--- src/rtl/outerprodrc_bin2uni_enc_pkg.sv ---
// Shared definitions for the outer-product unary GEMM transmit-side encoder:
// default geometry, FSM state encoding and the low-discrepancy index scrambler.
package outerprodrc_bin2uni_enc_pkg;

  localparam int unsigned VECLEN_DEF   = 4;
  localparam int unsigned BITWIDTH_DEF = 8;
  localparam int unsigned CNTW_DEF     = BITWIDTH_DEF - 1;

  typedef enum logic {
    ST_IDLE = 1'b0,
    ST_RUN  = 1'b1
  } state_e;

  // Reverses the low w bits of x; bits at and above w come back as zero.
  function automatic logic [31:0] bit_rev(input logic [31:0] x, input int unsigned w);
    logic [31:0] r;
    r = '0;
    for (int unsigned i = 0; i < 32; i++) begin
      if (i < w) r[w-1-i] = x[i];
    end
    return r;
  endfunction

endpackage

--- src/rtl/outerprodrc_bin2uni_lane.sv ---
// One encoder lane: latches sign and saturated magnitude of a two's-complement
// element, then emits a registered unary bit by comparing against the window index.
module outerprodrc_bin2uni_lane #(
  parameter int unsigned BITWIDTH = 8,
  parameter int unsigned CNTW     = BITWIDTH - 1
) (
  input  logic                clk_i,
  input  logic                rst_i,
  input  logic                load_i,
  input  logic                emit_i,
  input  logic [BITWIDTH-1:0] data_i,
  input  logic [CNTW-1:0]     rng_i,
  output logic                sign_o,
  output logic                bit_o
);

  logic            sign_d, sign_q;
  logic [CNTW-1:0] mag_d, mag_q;
  logic            sign_out_q, bit_q;

  // The most negative value has no positive twin in CNTW bits; saturate it.
  always_comb begin
    sign_d = data_i[BITWIDTH-1];
    if (data_i == {1'b1, {CNTW{1'b0}}}) begin
      mag_d = '1;
    end else if (sign_d) begin
      mag_d = (~data_i[CNTW-1:0]) + CNTW'(1);
    end else begin
      mag_d = data_i[CNTW-1:0];
    end
  end

  // NOTE: sequential state uses non-blocking assignments so every register
  // samples pre-edge values regardless of block ordering.
  always_ff @(posedge clk_i or posedge rst_i) begin
    if (rst_i) begin
      sign_q     <= 1'b0;
      mag_q      <= '0;
      sign_out_q <= 1'b0;
      bit_q      <= 1'b0;
    end else begin
      if (load_i) begin
        sign_q <= sign_d;
        mag_q  <= mag_d;
      end
      sign_out_q <= emit_i & sign_q;
      bit_q      <= emit_i & (mag_q > rng_i);
    end
  end

  assign sign_o = sign_out_q;
  assign bit_o  = bit_q;

endmodule

--- src/rtl/outerprodrc_bin2uni_enc.sv ---
// Binary-to-unary rate-coded encoder: accepts one signed vector, then streams
// 2^CNTW sign/bit cycles per element. Define OUTERPRODRC_ENC_BITREV_EN for bit-reversed ordering.
module outerprodrc_bin2uni_enc
  import outerprodrc_bin2uni_enc_pkg::*;
#(
  parameter int unsigned VECLEN   = VECLEN_DEF,
  parameter int unsigned BITWIDTH = BITWIDTH_DEF,
  parameter int unsigned CNTW     = BITWIDTH - 1
) (
  input  logic                       iClk,
  input  logic                       iRst,
  input  logic                       iValid,
  output logic                       oReady,
  input  logic [VECLEN*BITWIDTH-1:0] iData,
  input  logic                       iEn,
  input  logic                       iClr,
  output logic [VECLEN-1:0]          oSign,
  output logic [VECLEN-1:0]          oBit,
  output logic                       oValid,
  output logic                       oLast
);

  state_e          state_q;
  logic [CNTW-1:0] cnt_q, cnt_d;
  logic [CNTW-1:0] rng;
  logic            valid_q, last_q;
  logic            accept, emit, cnt_max;

  assign oReady  = (state_q == ST_IDLE);
  assign accept  = oReady & iValid & ~iClr;
  assign emit    = (state_q == ST_RUN) & iEn & ~iClr;
  assign cnt_max = &cnt_q;
  assign cnt_d   = cnt_q + CNTW'(1);

`ifdef OUTERPRODRC_ENC_BITREV_EN
  assign rng = CNTW'(bit_rev(32'(cnt_q), CNTW));
`else
  assign rng = cnt_q;
`endif

  always_ff @(posedge iClk or posedge iRst) begin
    if (iRst) begin
      state_q <= ST_IDLE;
      cnt_q   <= '0;
      valid_q <= 1'b0;
      last_q  <= 1'b0;
    end else if (iClr) begin
      state_q <= ST_IDLE;
      cnt_q   <= '0;
      valid_q <= 1'b0;
      last_q  <= 1'b0;
    end else begin
      case (state_q)
        ST_IDLE: begin
          valid_q <= 1'b0;
          last_q  <= 1'b0;
          if (iValid) begin
            state_q <= ST_RUN;
            cnt_q   <= '0;
          end
        end
        ST_RUN: begin
          valid_q <= iEn;
          last_q  <= iEn & cnt_max;
          if (iEn) begin
            cnt_q <= cnt_d;
            // Wrapping past the last index closes the window.
            if (cnt_max) state_q <= ST_IDLE;
          end
        end
        default: state_q <= ST_IDLE;
      endcase
    end
  end

  for (genvar e = 0; e < VECLEN; e++) begin : g_lane
    outerprodrc_bin2uni_lane #(
      .BITWIDTH(BITWIDTH),
      .CNTW    (CNTW)
    ) u_lane (
      .clk_i (iClk),
      .rst_i (iRst),
      .load_i(accept),
      .emit_i(emit),
      .data_i(iData[e*BITWIDTH +: BITWIDTH]),
      .rng_i (rng),
      .sign_o(oSign[e]),
      .bit_o (oBit[e])
    );
  end

  assign oValid = valid_q;
  assign oLast  = last_q;

endmodule

--- config.mk ---
export PLATFORM = sky130hd
export DESIGN_NAME = outerprodrc_bin2uni_enc
export DESIGN_NICKNAME = d
export VERILOG_FILES = /design/src/rtl/outerprodrc_bin2uni_enc_pkg.sv /design/src/rtl/outerprodrc_bin2uni_lane.sv /design/src/rtl/outerprodrc_bin2uni_enc.sv
export SDC_FILE = /design/constraint.sdc
export NUM_CORES = 1
export LEC_CHECK = 0
export BUFFER_PORTS_ARGS = -buffer_cell sky130_fd_sc_hd__buf_2
export CAP_MARGIN = 20
export CORE_MARGIN = 2
export CORE_UTILIZATION = 50
export CTS_BUF_LIST = sky130_fd_sc_hd__clkbuf_8
export CTS_CLUSTER_DIAMETER = 80
export DETAILED_ROUTE_END_ITERATION = 6
export HOLD_SLACK_MARGIN = 0.03
export PLACE_DENSITY = 0.75
export SYNTH_ARGS = -nofsm -noshare
export SYNTH_HDL_FRONTEND = slang
export SYNTH_SLANG_ARGS = --single-unit
--- constraint.sdc ---
create_clock -name iClk -period 3.9 [get_ports iClk]
set_input_delay 0.39 -clock iClk [delete_from_list [all_inputs] [get_ports iClk]]
set_output_delay 0.39 -clock iClk [all_outputs]
set_load 0.01 [all_outputs]
### After elaboration in Yosys (flattened, before gate mapping)

Index checks and enable logic that the tools add are counted.

| storage, ports and cells | value |
|---|---|
| word-level logic and storage cells | 77 |
| bits of input ports | 37 |
| output and inout bits | 11 |
| bits in registers | 50 |

| cells by class | value |
|---|---|
| bitwise operators | 19 |
| reduce and logical (&&, ||, !) cells | 2 |
| equality and inequality tests | 6 |
| magnitude comparators | 4 |
| multiplexer cells | 21 |
| add/sub/neg operators | 5 |

Operators by type and width:

| kind | number |
|---|---|
| $mux W7 | 11 |
| $add A7 B1 Y7 const B | 5 |
| $eq A8 B8 Y1 const B | 4 |
| $gt A7 B7 Y1 | 4 |
| $not A7 Y7 | 4 |
| $pmux W7 S2 | 1 |
| $and A1 B1 Y1 | 13 |
| $reduce_and A7 Y1 | 1 |
| $mux W1 | 6 |
| $pmux W1 S2 | 3 |
| $ne A3 B2 Y1 const B | 1 |
| $ne A3 B3 Y1 const B | 1 |
| $not A1 Y1 | 2 |
| $reduce_and A2 Y1 | 1 |

### Depth between registers and ports, before layout

Gate-level depths: netlist (run 1).

| depth | value |
|---|---|
| depth in word-level cells | 5 |
| mapped depth | 6 |
| gate-level depth less buffers | 6 |

### Modules after synthesis

Synthesis (run 1) repeated with hierarchy kept, for this count alone.

| unflattened totals | value |
|---|---|
| cells, all modules | 352 |
| area total of the unflattened synthesis | 3198.1 µm² |

Modules (own cells, without submodules):

| module | times used | cells an instance | sequential area each (µm²) | area an instance (µm²) |
|---|---|---|---|---|
| outerprodrc_bin2uni_lane | 4 | 75 | 250.2 | 673.1 |
| outerprodrc_bin2uni_enc | 1 | 52 | 250.2 | 505.5 |

### Worst setup path after synthesis (run 1)

No wires, ideal clock.

| timing | value |
|---|---|
| path kind | input -> register |
| start | input port iData[0] |
| end | register g_lane[0].u_lane.mag_q[5] |
| stages | 6 |
| required time | 3779 ps |
| arrival time | 1484 ps |
| setup time | 121 ps |
| slack | 2295 ps |
| buffers on the path | 0 |
| cells stage by stage | inv_1 ha_1 nor2b_1 and4b_1 or3_1 a22o_1 |

| on the way | value |
|---|---|
| word-level cells in the longest chain between the ends | 4 |
| elaborated cells on any way between the ends | 5 |
| classes of those cells | add/sub (1); eq/ne (1); mux (2); bitwise (1) |

RTL lines:

| element | line | RTL |
|---|---|---|
| start, declared | outerprodrc_bin2uni_enc.sv:14 | `input logic [VECLEN*BITWIDTH-1:0] iData,` |
| $not A7 Y7 | outerprodrc_bin2uni_lane.sv:27 | `mag_d = (~data_i[CNTW-1:0]) + CNTW'(1);` |
| $add A7 B1 Y7 | outerprodrc_bin2uni_lane.sv:27 |  |
| $mux W7 | outerprodrc_bin2uni_lane.sv:26 | `end else if (sign_d) begin` |
| $mux W7 * | outerprodrc_bin2uni_lane.sv:24 | `if (data_i == {1'b1, {CNTW{1'b0}}}) begin` |
| end signal, assigned | outerprodrc_bin2uni_lane.sv:44 | `mag_q <= mag_d;` |
| end, declared | outerprodrc_bin2uni_lane.sv:18 | `logic [CNTW-1:0] mag_d, mag_q;` |

Every way passes the cells marked *; elsewhere a longest branch is shown, timed or not.
A chain may end at the register's enable or synchronous reset.

### Worst setup path in the final report (run 1)

| timing | value |
|---|---|
| start | register state_q |
| end | register g_lane[2].u_lane.mag_q[1] |

| on the way | value |
|---|---|
| word-level cells in the longest chain between the ends | 3 |

RTL lines:

| element | line | RTL |
|---|---|---|
| start, declared | outerprodrc_bin2uni_enc.sv:23 | `state_e state_q;` |
| start signal, assigned | outerprodrc_bin2uni_enc.sv:43 | `state_q <= ST_IDLE;` |
| start signal, assigned | outerprodrc_bin2uni_enc.sv:48 | `state_q <= ST_IDLE;` |
| start signal, assigned | outerprodrc_bin2uni_enc.sv:58 | `state_q <= ST_RUN;` |
| $not A1 Y1 | n/a |  |
| $and A1 B1 Y1 (2 in series) | outerprodrc_bin2uni_enc.sv:30 | `assign accept = oReady & iValid & ~iClr;` |
| end signal, assigned | outerprodrc_bin2uni_lane.sv:44 |  |
| end, declared | outerprodrc_bin2uni_lane.sv:18 |  |

No other way between the ends.

==> reports/results.env, run 1 <==
ANTENNA_VIOLATING_NETS_POST_ROUTE=0
VIAS=2598
FINAL.PERIOD_UTILIZATION_PCT=52.32
YS_TOP_CELLS_BY_AREA='dfrtp_1 39%, ha_1 13%, o21ai_0 4.4%'
FLOPS_LATCHES_SYNTH=50
YOSYS.CELL_TYPES.COUNT=41
DR_WL_MET3_MICRONS=222
GR-USAGE-ALL-LAYERS_PCT=19.37
ROOT_BUF_CELL='clkbuf_8'
YS.WARNINGS.COUNT=0
WORST-SLEW-PIN-TRANSITION_NS=0.9154
SYNTH_AREA_SQ_UM=3173
DR.PASS1.ITERS=5
INSERTED_CLOCK_BUFFERS=5
OUTCOME='finished clean'
REGTOREGSETUPSLACK_NS=1.86
DRV.MAX_CAP_VIOLATION_COUNT=0
FIN_WORST_SKEW_NS=0.004887
SETUP_TOTAL_NEGATIVE_SLACK_NS=0
POWERDENSITY_nW_PER_UM2=361.5
WORSTHOLDPATHTYPE='in2reg'
WORST-PATH-MAX-FANOUT=30
BOUNDARYPINS=48
FINAL_LAYOUT_SIZE_SUFFIX_GT1_SHARE_PCT=16.49
DIE_H_MICRONS=83.66
PATH_CLK_SLEW_NS=0.09
CTS_TREE='built'
DETAILED_PLACE.AREA_SQ_UM=3401
DIE_WIDTH_MICRONS=83.66
FINISH.INSTANCE_AREA_SQ_UM=3522
MAXIMUM_VDD_IR_DROP_uV=188.3
WL_MET2_MM=3.138
ANTENNA_FOUND_INITIAL=0
ROUTABILITYCONGESTION=0.8057
VIA_COUNT_OF_THE_FIRST_GLOBAL_ROUTING_PASS=2473
POSTSYNTHCELLCOUNT=343
FINALNETCOUNT=452
REPORT.POWER.TOTAL_W=0.001273
ROWS=29
DRC_ERRORS=0
DIE_AREA_SQ_UM=6999
DETAIL_ROUTE.ITER0.VIOLATIONS=114
COREAREA_SQ_UM=6241
GRT-OVFL-TOTAL=0
SYNTH_TOP_CELL_BY_AREA='dfrtp_1'
SHORTEST_CLOCK_PERIOD_THE_WORST_PATH_ALLOWS_AFTER_LAYOUT_NS=2.041
CTS-RESIZED-GATES=0
WL_PER_CELL_MICRONS=13.95
PATH_CLASS='reg2reg'
WORST_SLEW_MARGIN_REL_PCT=38.98
WORST-ENDPOINT-REQUIRED_NS=4.09
NUMCLOCKSINKS=50
NFILLCELLS=582
ROUTE.TOP_LAYER_USED='met4'
MET1WIRELENGTH_MM=2.958
AREA_DELTA_SYNTH_FINAL_PCT=11.00
SYNTH.YOSYS.SEQ_AREA_SHARE_PCT=39.43
POST-DP-HPWL_MM=4.769
FINAL-SEQ-AREA_SQ_UM=1251
CLK_LATENCY_NS=0.30
CTS_MAX_LEVEL=2
N_ANTENNA_CELL=0
SYNTH.NET_COUNT=413
CRIT_PATH_END_KIND='flip-flop'
WORSTPATHARRIVAL_NS=2.23
WIRE_LENGTH_OF_THE_FIRST_GLOBAL_ROUTING_PASS_MM=11.05
GRT_MAX_DEGREE=51
REPORT.FINAL.SETUP_VIOL=0
VIASPERCELL=5.660
SYNTH_TOP_AREA_SHARE_PCT=39.43
PORT-BUFFER-COUNT=47
INITIAL_UTILIZATION_PCT=50.84
MAXSLEWVIOLCOUNT=0
MULTIINPUTGATEAREA_SQ_UM=1735
ROUTED_WIRELENGTH_MM=6.404
CP-START-KIND='flip-flop'
CTSLONGESTPATHBUFFERS=2
RSZ_0062_RAISED_AFTER_GLOBAL_ROUTING='false'
SYN_AREA_PER_CELL_SQ_UM=9.251
MAX_FCLK_MHz=490.1
FINAL_HOLD_VIOL_COUNT=0
STATIC_LEAKAGE_nW=1.727
## sequential cells by signal, indices dropped and copies added, names as in the netlist
name                  flops
state_q                   1
g_lane.u_lane.sign_o      4
g_lane.u_lane.bit_o       4
cnt_q                     7
oLast                     1
g_lane.u_lane.sign_q      4
oValid                    1
g_lane.u_lane.mag_q      28
## logic make-up after synthesis
family / Yosys count / share of synthesized area (%)
muxes: 1 / 0.3549
and+or+nand+nor: 112 / 18.89
xor gates and xnor gates: 14 / 3.864
DFF: 50 / 39.43
AOI/OAI and AO/OA: 93 / 18.57
buffers and inverters: 40 / 5.875
adders and majority gates: 33 / 13.01
## where the power goes
group          internal [W]  total (W)  switching (W)
sequential         0.000595   0.000641      0.0000460
clock              0.000119   0.000278       0.000159
combinational      0.000168   0.000355       0.000187
total              0.000881    0.00127       0.000392
## final timing paths
check / from / to / cells after the start
max in group asynchronous: iRst / g_lane[1].u_lane.sign_q / 4
max: state_q / g_lane[2].u_lane.mag_q[1] / 4
min: iValid / cnt_q[4] / 3
min reg2reg: g_lane[3].u_lane.sign_q / g_lane[3].u_lane.sign_q / 2
max reg2reg: state_q / g_lane[2].u_lane.mag_q[1] / 4
min in group asynchronous: iRst / cnt_q[4] / 3
## stage by stage
stage	hold WS [ns]	worst slack, ns	std cells	util, %
after floorplan	0.4383	2.295	343	-
after global placement	0.4557	1.966	449	54.49
after detailed placement	0.4572	1.852	449	54.49
after CTS	0.3400	1.829	456	55.71
after global routing	0.3520	1.692	459	56.44
final	0.3471	1.859	459	56.44
## per-layer routing
layer  GRT usage [%]  up-vias
met5               0        -
met4           7.331        0
met3           3.759        5
met2           32.58       53
met1           24.70     1254
li1                -     1286
## cells in the mapped netlist (all sizes together)
master / count
and3: 9
dfrtp: 50
a211oi: 1
o211ai: 4
or3b: 2
o311ai: 2
clkbuf: 5
o21ai: 29
nor2: 19
a31oi: 9
nor4: 2
a22o: 4
o22a: 4
buf: 13
a21o: 4
nand4: 5
and2: 2
a21oi: 18
or3: 2
and4b: 2
nand2b: 8
a211o: 2
ha: 33
o21a: 5
o21bai: 4
xnor2: 8
xor2: 6
nor2b: 7
inv: 22
o31ai: 7
nand2: 35
nand3: 10
nor3: 7
and2b: 2
mux2: 1
## critical path, stage by stage, from the launching register on
cell and delay, ns:
dfrtp_1 0.43, and2b_4 0.30, and2b_1 0.73, o211ai_1 0.23
o22a_1 0.22
## cells in the final DEF, fill, tap and decap left out, types with 4 or more instances in the layout
cell	instances
o31ai_1	6
a31oi_1	9
a21o_1	4
o211ai_1	4
nor2b_1	6
nand4_1	5
o21ai_0	28
a21oi_1	18
and3_1	9
nand3_1	10
o22a_1	4
buf_2	47
inv_1	23
ha_1	33
nor2_1	19
nand2_1	35
xnor2_1	8
a22o_1	4
xor2_1	6
clkbuf_8	5
dfrtp_1	50
nor3_1	7
o21bai_1	4
o21a_1	5
nand2b_1	8
## area by class of cell
class                   count  area share [%]
clock buffers               5           1.954
clock inverters             2          0.2131
flip-flops and latches     50           35.52
multi-input cells         253           49.27
well taps                  77           2.735
repair buffers             50           7.957
inverters                  22           2.345
## what timing repair did
action | in CTS | in global routing
setup buffers | 0 | 0
endpoints found under the hold margin | 0 | 6
hold buffers | 0 | 1
No activity file was read; power rests on OpenSTA's default activity.
==> inputs of run 2 (changes only) <==
--- a/config.mk
+++ b/config.mk
@@ -13,7 +13,7 @@
 export CTS_CLUSTER_DIAMETER = 80
 export DETAILED_ROUTE_END_ITERATION = 6
 export HOLD_SLACK_MARGIN = 0.03
-export PLACE_DENSITY = 0.75
+export PLACE_DENSITY = 0.78
 export SYNTH_ARGS = -nofsm -noshare
 export SYNTH_HDL_FRONTEND = slang
 export SYNTH_SLANG_ARGS = --single-unit
==> constraint.sdc (replaced) <==
create_clock -name iClk -period 1.8 [get_ports iClk]
set_input_delay 0.18 -clock iClk [delete_from_list [all_inputs] [get_ports iClk]]
set_output_delay 0.18 -clock iClk [all_outputs]
set_load 0.01 [all_outputs]
==> reports/results.env, run 2 (synthesis results as in run 1) <==
CLOCK_POWER_SHARE_PCT=27.1  # was 21.8%
PORT-BUFFER-COUNT=47  # unchanged
PRECTSSETUPSLACK_NS=0.1952  # was 1.852 ns
N_ANTENNA_CELL=0  # unchanged
WORST_R2R_ENDPOINT='g_lane[3].u_lane.bit_o'  # was g_lane[2].u_lane.mag_q[1]
DIE_AREA_SQ_UM=6999  # unchanged
FINALNETCOUNT=457  # was 452
TIMING.CRITICAL_PATH.MAX_DELAY_FAMILY='flip-flops'  # was simple AND/OR/NAND/NOR gates
REGTOREGSETUPSLACK_NS=0.20  # was 1.86 ns
PATH_CLK_SLEW_NS=0.08  # was 0.09 ns
LARGEST_REGISTER_FFS=28  # unchanged
WORST_SLEW_MARGIN_REL_PCT=63.69  # was 38.98%
INTPOWER_W=0.002111  # was 0.0008810 W
AREA_DELTA_SYNTH_FINAL_PCT=13.49  # was 11.00%
PATH_CLASS='reg2reg'  # unchanged
WIRE_LENGTH_OF_THE_FIRST_GLOBAL_ROUTING_PASS_MM=11.44  # was 11.05 mm
HOLD_SLACK_NS=0.1412  # was 0.3471 ns
WORST-SLEW-PIN-TRANSITION_NS=0.5438  # was 0.9154 ns
ROWS=29  # unchanged
DRV.MAX_CAP_VIOLATION_COUNT=0  # unchanged
POWER.SHARE.SEQUENTIAL_PCT=46.3  # was 50.3%
WORSTHOLDPATHTYPE='in2reg'  # unchanged
VIASPERCELL=5.625  # was 5.660
CLK_LATENCY_NS=0.31  # was 0.30 ns
ANTENNA_VIOLATING_NETS_POST_ROUTE=0  # unchanged
POST-ROUTE-WORST-SETUP-SLACK_NS=0.2048  # was 1.859 ns
SETUP_TOTAL_NEGATIVE_SLACK_NS=0  # unchanged
SHARE_COMB_OF_TOTAL_POWER_PCT=26.6  # was 27.8%
MAXIMUM_VDD_IR_DROP_uV=448.5  # was 188.3 uV
RSZ_0062_RAISED_AFTER_GLOBAL_ROUTING='false'  # unchanged
COREAREA_SQ_UM=6241  # unchanged
DRC_ERRORS=0  # unchanged
ROUTABILITYCONGESTION=0.8303  # was 0.8057
NFILLCELLS=554  # was 582
GR-USAGE-ALL-LAYERS_PCT=19.92  # was 19.37%
ROOT_BUF_CELL='clkbuf_8'  # unchanged
SHORTEST_CLOCK_PERIOD_THE_WORST_PATH_ALLOWS_AFTER_LAYOUT_NS=1.595  # was 2.041 ns
POWERDENSITY_nW_PER_UM2=835.0  # was 361.5 nW/um^2
ROUTED_WIRELENGTH_MM=6.680  # was 6.404 mm
GRT_MAX_DEGREE=32  # was 51
WORSTPATHARRIVAL_NS=1.78  # was 2.23 ns
LEADING_CELL_TYPE_IN_THE_LAYOUT_FILL_AND_TAPS_EXCLUDED='dfrtp_1'  # unchanged
CP.BUFFERS_INVERTERS=1  # was 0
CRITICAL_PATH.REG2REG.STARTPOINT='cnt_q[4]'  # was state_q
CRIT_PATH_END_KIND='flip-flop'  # unchanged
DIE_WIDTH_MICRONS=83.66  # unchanged
FINAL_LAYOUT_SIZE_SUFFIX_GT1_SHARE_PCT=18.09  # was 16.49%
FINAL.PERIOD_UTILIZATION_PCT=88.62  # was 52.32%
CTS-RESIZED-GATES=0  # unchanged
FINAL-SEQ-AREA_SQ_UM=1251  # unchanged
MULTIINPUTGATEAREA_SQ_UM=1735  # unchanged
OUTCOME='finished clean'  # unchanged
LARGEST_REGISTER='g_lane.u_lane.mag_q'  # unchanged
INITIAL_UTILIZATION_PCT=50.84  # unchanged
CRIT_SLOWEST_CELL='dfrtp_1'  # was and2b_1
MAXSLEWVIOLCOUNT=0  # unchanged
CTS_MAX_LEVEL=2  # unchanged
WL_PER_CELL_MICRONS=14.40  # was 13.95 microns
VIAS=2610  # was 2,598
LARGEST_REGISTERS='g_lane.u_lane.mag_q (28), cnt_q (7)'  # unchanged
STATIC_LEAKAGE_nW=1.767  # was 1.727 nW
CP-START-KIND='flip-flop'  # unchanged
POWER.SHARE.SWITCHING_PCT=29.80  # was 30.81%
GRT-OVFL-TOTAL=0  # unchanged
FIN_WORST_SKEW_NS=0.006071  # was 0.004887 ns
DR.PASS1.ITERS=4  # was 5
ANTENNA_FOUND_INITIAL=0  # unchanged
HP-START='iValid'  # unchanged
MOST-COMMON-LAYOUT-CELLS='50 x dfrtp_1, 47 x buf_2, 35 x nand2_1, 33 x ha_1, 28 x o21ai_0'  # unchanged
DIE_H_MICRONS=83.66  # unchanged
NUMCLOCKSINKS=50  # unchanged
FINAL_HOLD_VIOL_COUNT=0  # unchanged
REPORT.FINAL.SETUP_VIOL=0  # unchanged
WORST-PATH-MAX-FANOUT=6  # was 30
VIA_COUNT_OF_THE_FIRST_GLOBAL_ROUTING_PASS=2604  # was 2,473
CTS_TREE='built'  # unchanged
MAX_STAGE_DELAY_NS=0.42  # was 0.73 ns
NETSWITCHINGPOWER_W=0.0008960  # was 0.0003924 W
MIN_DELAY_WORST_ENDPOINT='cnt_q[4]'  # unchanged
WORST-ENDPOINT-REQUIRED_NS=1.98  # was 4.09 ns
CTSLONGESTPATHBUFFERS=2  # unchanged
POST-DP-HPWL_MM=5.023  # was 4.769 mm
BOUNDARYPINS=48  # unchanged
INSERTED_CLOCK_BUFFERS=5  # unchanged
WORST_HOLD_PATH.NUM_CELLS=3  # unchanged
FINAL_CORE_UTILIZATION_PCT=57.70  # was 56.44%
MAX_FCLK_MHz=626.9  # was 490.1 MHz
WORSTPATHCELLLIST='inv_1 -> ha_1 -> nand4_1 -> o21ai_0 -> a31oi_1'  # was and2b_4 -> and2b_1 -> o211ai_1 -> o22a_1
RR_WORST_DEPTH=5  # was 4
DETAIL_ROUTE.ITER0.VIOLATIONS=163  # was 114
run 2: changes by cell type in the layout (fill, tap and decap cells not counted):
cell,change
inv_1,-2
bufinv_16,+1
buf_4,+5
clkbuf_8,+1
buf_8,-1
buf_12,+1
run 2: stage by stage:
stage	instances	area, sq um	total power, W
final	464	3601	0.003007
after global routing	464	3601	0.003207
after CTS	464	3601	0.003014
after detailed placement	456	3478	0.002201
after global placement	456	3478	0.002142
after floorplan	343	3173	0.001950
run 2: final cells by class:
class | count | area share, %
clock buffer | 6 | 2.293
inverter | 22 | 2.293
clock inverter | 1 | 0.8339
tap | 77 | 2.675
sequential | 50 | 34.75
timing repair buffer | 55 | 8.965
multi-input combinational | 253 | 48.19
run 2: metal layers:
layer	vias to the layer above	share of wire [%]	GRT usage [%]
li1	1301	-	-
met1	1228	44	25.80
met2	69	49	33.67
met3	12	4.5	3.956
met4	0	1.9	6.305
met5	-	0	0
run 2: worst max path at each step:
stage / cells past startpoint / endpoint / slack [ns] / from
4_1_cts: 5 / g_lane[2].u_lane.mag_q[1] / 0.24 / state_q
3_5_place_dp: 7 / g_lane[0].u_lane.mag_q[5] / 0.20 / iData[0]
3_3_place_gp: 7 / g_lane[0].u_lane.mag_q[5] / 0.26 / iData[0]
2_1_floorplan: 6 / g_lane[0].u_lane.mag_q[5] / 0.41 / iData[0]
5_1_grt: 5 / g_lane[2].u_lane.mag_q[1] / 0.12 / state_q
6_report: 5 / g_lane[3].u_lane.bit_o / 0.20 / cnt_q[4]
run 2: power by group through the flow:
stage | Combinational (W) | Clock [W] | Sequential [W]
floorplan | 0.000572 | 0 | 0.00138
global placement | 0.000738 | 0 | 0.00140
detailed placement | 0.000787 | 0 | 0.00141
CTS | 0.000802 | 0.000823 | 0.00139
global route | 0.000926 | 0.000872 | 0.00141
finish | 0.000800 | 0.000814 | 0.00139
run 2: repair_timing:
action	in CTS	in global routing
hold buffers	1	0
endpoints found under the hold margin	24	0
setup buffers	0	0
run 2: worst min-delay path: cells and delay by family:
family	cells	cell delay (ns)
AO/OA/AOI/OAI	2	0.14
buffers and inverters	1	0.09
==> inputs of run 3 (changes only) <==
--- a/config.mk
+++ b/config.mk
@@ -6,7 +6,6 @@
 export NUM_CORES = 1
 export LEC_CHECK = 0
 export BUFFER_PORTS_ARGS = -buffer_cell sky130_fd_sc_hd__buf_2
-export CAP_MARGIN = 20
 export CORE_MARGIN = 2
 export CORE_UTILIZATION = 50
 export CTS_BUF_LIST = sky130_fd_sc_hd__clkbuf_8
@@ -14,6 +13,7 @@
 export DETAILED_ROUTE_END_ITERATION = 6
 export HOLD_SLACK_MARGIN = 0.03
 export PLACE_DENSITY = 0.78
+export RECOVER_POWER = 25
 export SYNTH_ARGS = -nofsm -noshare
 export SYNTH_HDL_FRONTEND = slang
 export SYNTH_SLANG_ARGS = --single-unit
==> reports/results.env, run 3 (synthesis results as in run 1) <==
OUTCOME='finished clean'  # unchanged
ROWS=29  # unchanged
NUMCLOCKSINKS=50  # unchanged
WL_PER_CELL_MICRONS=14.43  # was 14.40 microns
POWERDENSITY_nW_PER_UM2=835.5  # was 835.0 nW/um^2
TIMING.CRITICAL_PATH.MAX_DELAY_FAMILY='flip-flops'  # unchanged
CLK_LATENCY_NS=0.31  # about the same
CTS_TREE='built'  # unchanged
INSERTED_CLOCK_BUFFERS=5  # unchanged
SETUP_TOTAL_NEGATIVE_SLACK_NS=0  # unchanged
MAXSLEWVIOLCOUNT=0  # unchanged
WORST_SLEW_MARGIN_REL_PCT=34.50  # was 63.69%
WORSTHOLDPATHTYPE='in2reg'  # unchanged
STATIC_LEAKAGE_nW=1.755  # was 1.767 nW
VIASPERCELL=5.631  # was 5.625
PATH_CLASS='reg2reg'  # unchanged
ROUTABILITYCONGESTION=0.8303  # unchanged
BOUNDARYPINS=48  # unchanged
RSZ_0062_RAISED_AFTER_GLOBAL_ROUTING='false'  # unchanged
MOST-COMMON-LAYOUT-CELLS='50 x dfrtp_1, 44 x buf_2, 35 x nand2_1, 33 x ha_1, 28 x o21ai_0'  # was 50 x dfrtp_1, 47 x buf_2, 35 x nand2_1, 33 x ha_1, 28 x o21ai_0
DR.PASS1.ITERS=4  # unchanged
CTSLONGESTPATHBUFFERS=2  # unchanged
FINAL_HOLD_VIOL_COUNT=0  # unchanged
LEADING_CELL_TYPE_IN_THE_LAYOUT_FILL_AND_TAPS_EXCLUDED='dfrtp_1'  # unchanged
WORST_HOLD_PATH.NUM_CELLS=3  # unchanged
CTS.REPAIR_TIMING.SETUP_BUFFER_COUNT=0  # unchanged
CP-START-KIND='flip-flop'  # unchanged
DIE_H_MICRONS=83.66  # unchanged
TIMING.CRITICAL_PATH.DEPTH=5  # unchanged
LAYOUTNONFILLERINSTCOUNT=464  # unchanged
WORSTPATHARRIVAL_NS=1.79  # was 1.78 ns
CRITPATHLAUNCH='cnt_q[4]'  # unchanged
FIN_WORST_SKEW_NS=0.005999  # was 0.006071 ns
LARGEST_REGISTER_FFS=28  # unchanged
MAXIMUM_VDD_IR_DROP_uV=448.3  # was 448.5 uV
RR_WORST_DEPTH=5  # unchanged
WORST-SLEW-PIN-TRANSITION_NS=0.9815  # was 0.5438 ns
WORST-PATH-MAX-FANOUT=6  # unchanged
CRIT_SLOWEST_CELL='dfrtp_1'  # unchanged
PORT-BUFFER-COUNT=47  # unchanged
POST-PLACE-CELLS=456  # unchanged
CP.BUFFERS_INVERTERS=1  # unchanged
FINAL_LAYOUT_SIZE_SUFFIX_GT1_SHARE_PCT=17.05  # was 18.09%
LARGEST_REGISTER='g_lane.u_lane.mag_q'  # unchanged
DIE_AREA_SQ_UM=6999  # unchanged
ANTENNA_FOUND_INITIAL=0  # unchanged
ANTENNA_VIOLATING_NETS_POST_ROUTE=0  # unchanged
VIAS=2613  # was 2,610
DRC_ERRORS=0  # unchanged
WORSTPATHCELLLIST='inv_1 -> ha_1 -> nand4_1 -> o21ai_0 -> a31oi_1'  # unchanged
WIRE_LENGTH_OF_THE_FIRST_GLOBAL_ROUTING_PASS_MM=11.44  # unchanged
CRIT_PATH_END_KIND='flip-flop'  # unchanged
PATH_CLK_SLEW_NS=0.08  # about the same
DRV.MAX_CAP_VIOLATION_COUNT=0  # unchanged
GRT_MAX_DEGREE=32  # unchanged
LARGEST_REGISTERS='g_lane.u_lane.mag_q (28), cnt_q (7)'  # unchanged
FINALNETCOUNT=457  # unchanged
ROOT_BUF_CELL='clkbuf_8'  # unchanged
HP-START='iValid'  # unchanged
VIA_COUNT_OF_THE_FIRST_GLOBAL_ROUTING_PASS=2604  # unchanged
MAX_FCLK_MHz=620.0  # was 626.9 MHz
POST-DP-HPWL_MM=5.023  # unchanged
INITIAL_UTILIZATION_PCT=50.84  # unchanged
NFILLCELLS=556  # was 554
MAX_STAGE_DELAY_NS=0.43  # was 0.42 ns
COREAREA_SQ_UM=6241  # unchanged
FINAL.PERIOD_UTILIZATION_PCT=89.61  # was 88.62%
SHORTEST_CLOCK_PERIOD_THE_WORST_PATH_ALLOWS_AFTER_LAYOUT_NS=1.613  # was 1.595 ns
REPORT.FINAL.SETUP_VIOL=0  # unchanged
CRITICAL_PATH.REG2REG.STARTPOINT='cnt_q[4]'  # unchanged
FINAL_CORE_UTILIZATION_PCT=57.64  # was 57.70%
ROUTED_WIRELENGTH_MM=6.695  # was 6.680 mm
AREA_DELTA_SYNTH_FINAL_PCT=13.37  # was 13.49%
WORST-ENDPOINT-REQUIRED_NS=1.98  # about the same
GR-USAGE-ALL-LAYERS_PCT=19.92  # unchanged
HOLD_SLACK_NS=0.1414  # was 0.1412 ns
DIE_WIDTH_MICRONS=83.66  # unchanged
DETAIL_ROUTE.ITER0.VIOLATIONS=163  # unchanged
CTS_MAX_LEVEL=2  # unchanged
GRT-OVFL-TOTAL=0  # unchanged
N_ANTENNA_CELL=0  # unchanged
-- run 3: tightest hold or removal path: cells and delay by family --
kind | cells | cell delay, ns
compound gates | 2 | 0.14
buf+inv | 1 | 0.09
-- run 3: worst paths after layout --
check                                            end  slack [ns]
max                           g_lane[3].u_lane.bit_o        0.19
min                                         cnt_q[4]        0.14
max reg2reg                   g_lane[3].u_lane.bit_o        0.19
min reg2reg                  g_lane[0].u_lane.sign_q        0.48
max in group asynchronous  g_lane[3].u_lane.mag_q[3]        0.50
min in group asynchronous  g_lane[0].u_lane.mag_q[6]        0.64
-- run 3: area by class of cell --
class / count / area [sq um] / share of cell area [%]
multi-input cells: 253 / 1735 / 48.24
well taps: 77 / 96.34 / 2.678
flip-flops and latches: 50 / 1251 / 34.78
clock inverters: 1 / 30.03 / 0.8348
inverters: 22 / 82.58 / 2.296
clock buffers: 6 / 82.58 / 2.296
repair buffers: 55 / 319.1 / 8.870
-- run 3: power breakdown --
group          internal (W)  total, W  leakage [nW]  switching (W)
clock network      0.000445  0.000814        0.0573       0.000369
registers           0.00129   0.00139         0.627       0.000104
logic              0.000376  0.000799          1.07       0.000423
total               0.00211   0.00301          1.75       0.000896
-- run 3: metal layers --
| layer | share of wire (%) | track usage, % | up-vias |
|---|---|---|---|
| met2 | 49 | 33.67 | 71 |
| li1 | - | - | 1301 |
| met5 | 0 | 0 | - |
| met4 | 1.9 | 6.305 | 0 |
| met3 | 5.0 | 3.956 | 12 |
| met1 | 44 | 25.80 | 1229 |
-- run 3: per-stage QoR --
stage	total power, W	worst slack (ns)	instance area, sq um
finish	0.003006	0.1870	3597
global route	0.003206	0.1250	3597
CTS	0.003014	0.2351	3601
detailed placement	0.002201	0.1952	3478
global placement	0.002142	0.2585	3478
floorplan	0.001950	0.4050	3173
-- run 3: what timing repair did --
action	in CTS	in global routing
gates resized for setup	0	0
hold buffers	1	0
endpoints found under the hold margin	24	0
